==> src/rtl/pc_transfer_unit.sv <==
// Program-counter transfer unit: ALU cache register, a serialising PC save channel
// (MSB first, valid/ready) and a PC load channel that assembles bytes LSB first.
module pc_transfer_unit #(
   parameter int BYTE_W     = 8,
   parameter int PC_BYTES   = 2,
   parameter int CACHE_INIT = 192
) (
   input  logic                         clk,
   input  logic                         reset,
   input  logic                         flush,
   input  logic [BYTE_W-1:0]            alu_out,
   input  logic                         cache_write,
   output logic [BYTE_W-1:0]            cache_out,
   input  logic [BYTE_W*PC_BYTES-1:0]   pc,
   input  logic                         save_start,
   input  logic                         save_ready,
   output logic                         save_valid,
   output logic [BYTE_W-1:0]            save_out,
   output logic                         save_last,
   output logic                         save_busy,
   input  logic [BYTE_W-1:0]            mem_out,
   input  logic                         load_start,
   input  logic                         load_valid,
   output logic [BYTE_W*PC_BYTES-1:0]   load_out,
   output logic                         load_done,
   output logic                         load_busy
);

   localparam int PC_W  = BYTE_W * PC_BYTES;
   localparam int IDX_W = (PC_BYTES > 1) ? $clog2(PC_BYTES) : 1;
   localparam logic [IDX_W-1:0] LAST_IDX = IDX_W'(PC_BYTES - 1);

   typedef enum logic {S_IDLE, S_SEND} save_st_t;
   typedef enum logic {L_IDLE, L_RECV} load_st_t;

   save_st_t            save_st_q, save_st_d;
   logic [PC_W-1:0]     shift_q, shift_d;
   logic [IDX_W-1:0]    idx_q, idx_d;
   logic                save_valid_q, save_valid_d;
   logic [BYTE_W-1:0]   save_out_q, save_out_d;
   logic                save_last_q, save_last_d;
   logic                save_busy_q, save_busy_d;

   load_st_t            load_st_q, load_st_d;
   logic [IDX_W-1:0]    cnt_q, cnt_d;
   logic [PC_W-1:0]     asm_q, asm_d;
   logic [PC_W-1:0]     load_out_q, load_out_d;
   logic                load_done_q, load_done_d;
   logic                load_busy_q, load_busy_d;

   logic [BYTE_W-1:0]   cache_q, cache_d;

   always_comb begin
      cache_d = cache_write ? alu_out : cache_q;
   end

   // Save channel: the snapshot shifts left so the byte on offer is always the top one.
   always_comb begin
      save_st_d = save_st_q;
      shift_d   = shift_q;
      idx_d     = idx_q;
      if (flush) begin
         save_st_d = S_IDLE;
      end else if (save_st_q == S_IDLE) begin
         if (save_start) begin
            shift_d   = pc;
            idx_d     = LAST_IDX;
            save_st_d = S_SEND;
         end
      end else if (save_ready) begin
         if (idx_q == '0) begin
            save_st_d = S_IDLE;
         end else begin
            idx_d   = idx_q - IDX_W'(1);
            shift_d = shift_q << BYTE_W;
         end
      end
      save_valid_d = (save_st_d == S_SEND);
      save_busy_d  = (save_st_d == S_SEND);
      save_last_d  = (save_st_d == S_SEND) && (idx_d == '0);
      save_out_d   = (save_st_d == S_SEND) ? shift_d[PC_W-1 -: BYTE_W] : '0;
   end

   // Load channel: load_out only ever receives a fully assembled word.
   always_comb begin
      load_st_d   = load_st_q;
      cnt_d       = cnt_q;
      asm_d       = asm_q;
      load_out_d  = load_out_q;
      load_done_d = 1'b0;
      if (flush) begin
         load_st_d = L_IDLE;
         asm_d     = '0;
      end else if (load_st_q == L_IDLE) begin
         if (load_start) begin
            cnt_d     = '0;
            asm_d     = '0;
            load_st_d = L_RECV;
         end
      end else if (load_valid) begin
         for (int k = 0; k < PC_BYTES; k++) begin
            if (cnt_q == IDX_W'(k)) begin
               asm_d[k*BYTE_W +: BYTE_W] = mem_out;
            end
         end
         if (cnt_q == LAST_IDX) begin
            load_out_d  = asm_d;
            load_done_d = 1'b1;
            load_st_d   = L_IDLE;
         end else begin
            cnt_d = cnt_q + IDX_W'(1);
         end
      end
      load_busy_d = (load_st_d == L_RECV);
   end

   always_ff @(posedge clk or posedge reset) begin
      if (reset) begin
         cache_q      <= BYTE_W'(CACHE_INIT);
         save_st_q    <= S_IDLE;
         shift_q      <= '0;
         idx_q        <= '0;
         save_valid_q <= 1'b0;
         save_out_q   <= '0;
         save_last_q  <= 1'b0;
         save_busy_q  <= 1'b0;
         load_st_q    <= L_IDLE;
         cnt_q        <= '0;
         asm_q        <= '0;
         load_out_q   <= '0;
         load_done_q  <= 1'b0;
         load_busy_q  <= 1'b0;
      end else begin
         cache_q      <= cache_d;
         save_st_q    <= save_st_d;
         shift_q      <= shift_d;
         idx_q        <= idx_d;
         save_valid_q <= save_valid_d;
         save_out_q   <= save_out_d;
         save_last_q  <= save_last_d;
         save_busy_q  <= save_busy_d;
         load_st_q    <= load_st_d;
         cnt_q        <= cnt_d;
         asm_q        <= asm_d;
         load_out_q   <= load_out_d;
         load_done_q  <= load_done_d;
         load_busy_q  <= load_busy_d;
      end
   end

   assign cache_out  = cache_q;
   assign save_valid = save_valid_q;
   assign save_out   = save_out_q;
   assign save_last  = save_last_q;
   assign save_busy  = save_busy_q;
   assign load_out   = load_out_q;
   assign load_done  = load_done_q;
   assign load_busy  = load_busy_q;

endmodule

==> config.mk <==
export PLATFORM = sky130hd
export DESIGN_NAME = pc_transfer_unit
export DESIGN_NICKNAME = d
export VERILOG_FILES = /design/src/rtl/pc_transfer_unit.sv
export SDC_FILE = /design/constraint.sdc
export NUM_CORES = 1
export LEC_CHECK = 0
export CORE_MARGIN = 2
export CORE_UTILIZATION = 41
export CTS_CLUSTER_DIAMETER = 120
export DETAILED_ROUTE_END_ITERATION = 16
export PLACE_DENSITY_LB_ADDON = 0.15
export SLEW_MARGIN = 20
export SYNTH_ARGS = -nofsm -noshare
export SYNTH_HDL_FRONTEND = slang
export SYNTH_SLANG_ARGS = --single-unit
==> constraint.sdc <==
create_clock -name clk -period 2.1 [get_ports clk]
set_clock_uncertainty 0.15 [all_clocks]
set_input_delay 0.63 -clock clk [delete_from_list [all_inputs] [get_ports clk]]
set_output_delay 0.63 -clock clk [all_outputs]
set_load 0.01 [all_outputs]
==> results.json <==
{
  "status": "finished clean",
  "track_usage_pct": 16.63,
  "wl_per_cell_um": 13.41,
  "critPathMaxStageDelay_ns": 0.54,
  "final_common_cell": "clkdlybuf4s50_1",
  "worstPathCellList": "clkdlybuf4s50_1 > or3b_1 > buf_4 > o22ai_1 > a211oi_1",
  "io_buffers": 76,
  "synthAdderAreaFrac_pct": 0,
  "critPathKind": "in2reg",
  "cap_violations": 0,
  "synth_mux_area_share_pct": 3.662,
  "start_kind": "primary input",
  "yosys.area_share.xor_xnor_pct": 0,
  "initial_core_util_pct": 42.04,
  "cts-htree-levels": 3,
  "grt_remaining_overflow": 0,
  "multiInputGateArea_um2": 779.5,
  "grt_pass1_vias": 1743,
  "dp_cells": 366,
  "netlist_area_um2": 2460,
  "grt_pass1_wl_um": 8190,
  "ctsHoldBuffers": 0,
  "total_power_uw": 2837,
  "io_pins": 77,
  "yosysWarningCount": 0,
  "r2r_start": "save_busy",
  "drt-total-wl_um": 5123,
  "layout-drive-gt1-share_pct": 14.33,
  "clock.fmax_mhz": 491.5,
  "layout.nets": 343,
  "postRouteAntennaNets": 0,
  "clockBufferDepth": 2,
  "die_x_um": 81.46,
  "synth-edff-count": 0,
  "fin_hold_ws_ns": 0.3206,
  "num_antenna_cells": 0,
  "drtIter0Drc": 100,
  "leakage_uw": 0.001705,
  "hold_viol": 0,
  "cp-endpoint": "save_out[0]",
  "yosysSeqAreaShare_pct": 63.17,
  "max_slew_margin_pct": 64.97,
  "cp_num_cells": 5,
  "cp_slowest_cell": "clkdlybuf4s50_1",
  "antenna_found_initial": 0,
  "die_area_um2": 6635,
  "synth-main-ff-cell": "dfrtp_1",
  "critPathRequiredTime_ns": 2.15,
  "crit_path_start": "flush",
  "final_cell_mix": "clkdlybuf4s50_1 (72), dfrtp_1 (58), nand2_1 (49)",
  "setup_viol": 0,
  "reg2regPathDepth": 4,
  "synthSimpleGateAreaFrac_pct": 14.24,
  "period_share_pct": 96.89,
  "rows": 28,
  "cts_inserted_buffers": 9,
  "p_per_area_nw_per_um2": 798.8,
  "timing.reg2reg.setup_slack_ns": 0.48,
  "synth_compound_area_share_pct": 13.58,
  "area_growth_pct": 44.41,
  "fin_util_pct": 60.71,
  "seqCellArea_um2": 1556,
  "dp_hpwl_um": 3457,
  "worst_pin_slew_ns": 0.5226,
  "synth_top_family_by_area": "simple AND/OR/NAND/NOR gates",
  "clkLatencyLatePin_ns": 0.33,
  "slew_viol_final": 0,
  "cts-root-buf": "clkbuf_8",
  "drc_errors": 0,
  "cp.arrival_ns": 2.08,
  "r2r-end": "save_out[0]",
  "ys_types": 31,
  "hold_path_depth": 2,
  "nFillCells": 487,
  "clkTransAtPathRegs_ns": 0.06,
  "die_h_um": 81.46,
  "yosys_register_bits": 62,
  "critPathTopFamily": "buffers and inverters",
  "crit_path_max_fanout": 8,
  "finalCriticalPeriod_ns": 2.035,
  "vias": 1873,
  "via_per_inst": 4.903,
  "grt_max_degree": 29,
  "end_kind": "flop",
  "async_reset_ff_share_pct": 100.0,
  "max-vdd-ir-drop_mv": 0.3948,
  "critical_path_buf_inv_count": 2,
  "worstHoldPathType": "reg2reg",
  "first_pass_iters": 4,
  "core_um2": 5851,
  "syn-num-nets": 256,
  "syn_area_per_cell_um2": 11.39,
  "fin_cells": 382,
  "gp_congestion": 0.7315,
  "cts_tree": "done",
  "dp_slack_ns": -0.3401,
  "setup_ws_ns": 0.06523,
  "clock-sinks": 62,
  "syn_inst": 216
}
## metal layers
metal  up-vias  track usage, %  wire length [um]
met5         -               0                 0
met4         0           8.983                99
met3        10           4.066               314
met2        55           24.34              2329
met1       899           22.82              2379
li1        909               -                 -
## power by group
part	internal, uW	switching, uW
clock	486	402
combinational	309	233
sequential	1340	64.8
## worst min-delay path by stage
stage	startpoint	to	slack [ns]
detailed placement	asm_q[2]	load_out[2]	0.31
global placement	load_out[8]	load_out[8]	0.31
CTS	asm_q[2]	load_out[2]	0.33
finish	load_out[5]	load_out[5]	0.32
floorplan	asm_q[0]	load_out[0]	0.29
global route	asm_q[2]	load_out[2]	0.33
## registers in the layout, indices dropped and copies added (netlist names)
register and cells:
load_out 16, shift_q 16, asm_q 8, cache_out 8, save_out 8, cnt_q 1
idx_q 1, load_busy 1, load_done 1, save_busy 1, save_last 1
## Yosys cell counts, types with 2 or more instances
cell type	instances	area (um2)
a22o_1	8	70.07
a21oi_1	11	55.05
buf_6	3	33.78
dfstp_2	2	52.55
nand4b_1	2	17.52
o21ai_0	2	10.01
nand2_1	49	183.9
mux2_2	8	90.09
nor3_1	2	10.01
a211oi_1	4	30.03
dfrtp_1	60	1501
clkbuf_1	5	18.77
nor3b_1	8	60.06
a211oi_2	4	50.05
inv_1	13	48.80
o22ai_1	8	50.05
nor2_1	3	11.26
nand2b_1	2	12.51
buf_2	3	15.01
a21o_1	8	60.06
## cell type report
class                           count  share of cell area, %
Sequential cell                    62                  43.82
Timing Repair Buffer               89                  25.29
Clock inverter                      1                 0.1409
Inverter                           14                  1.585
Tap cell                           75                  2.642
Clock buffer                       14                  4.579
Multi-Input combinational cell    127                  21.94
## worst reg2reg max path: cells and delay by family, from the launching register on
kind / cells / cell delay, ns
AOI/OAI and AO/OA: 2 / 0.31
buffers and inverters: 1 / 0.18
DFF: 1 / 0.44
and+or+nand+nor: 1 / 0.40
## kinds of logic (layout without fill, tap and decap cells)
family          after synthesis  count (layout)
compound gates               46              46
flops                        62              62
buf+inv                      27             118
simple gates                 73              73
mux                           8               8
## what timing repair did
action	4_1_cts	5_1_grt
buffers inserted	0	1
setup endpoints to repair	5	11
pin swaps	0	0
hold endpoints to repair	0	0
gates resized for setup	4	3
## through the flow
step	area [um2]	TNS, ns
3_3_place_gp	3367	-7.386
2_1_floorplan	2464	0
6_report	3552	0
4_1_cts	3535	0
3_5_place_dp	3367	-8.608
5_1_grt	3552	-0.01115
No activity file was read; power rests on OpenSTA's default activity.
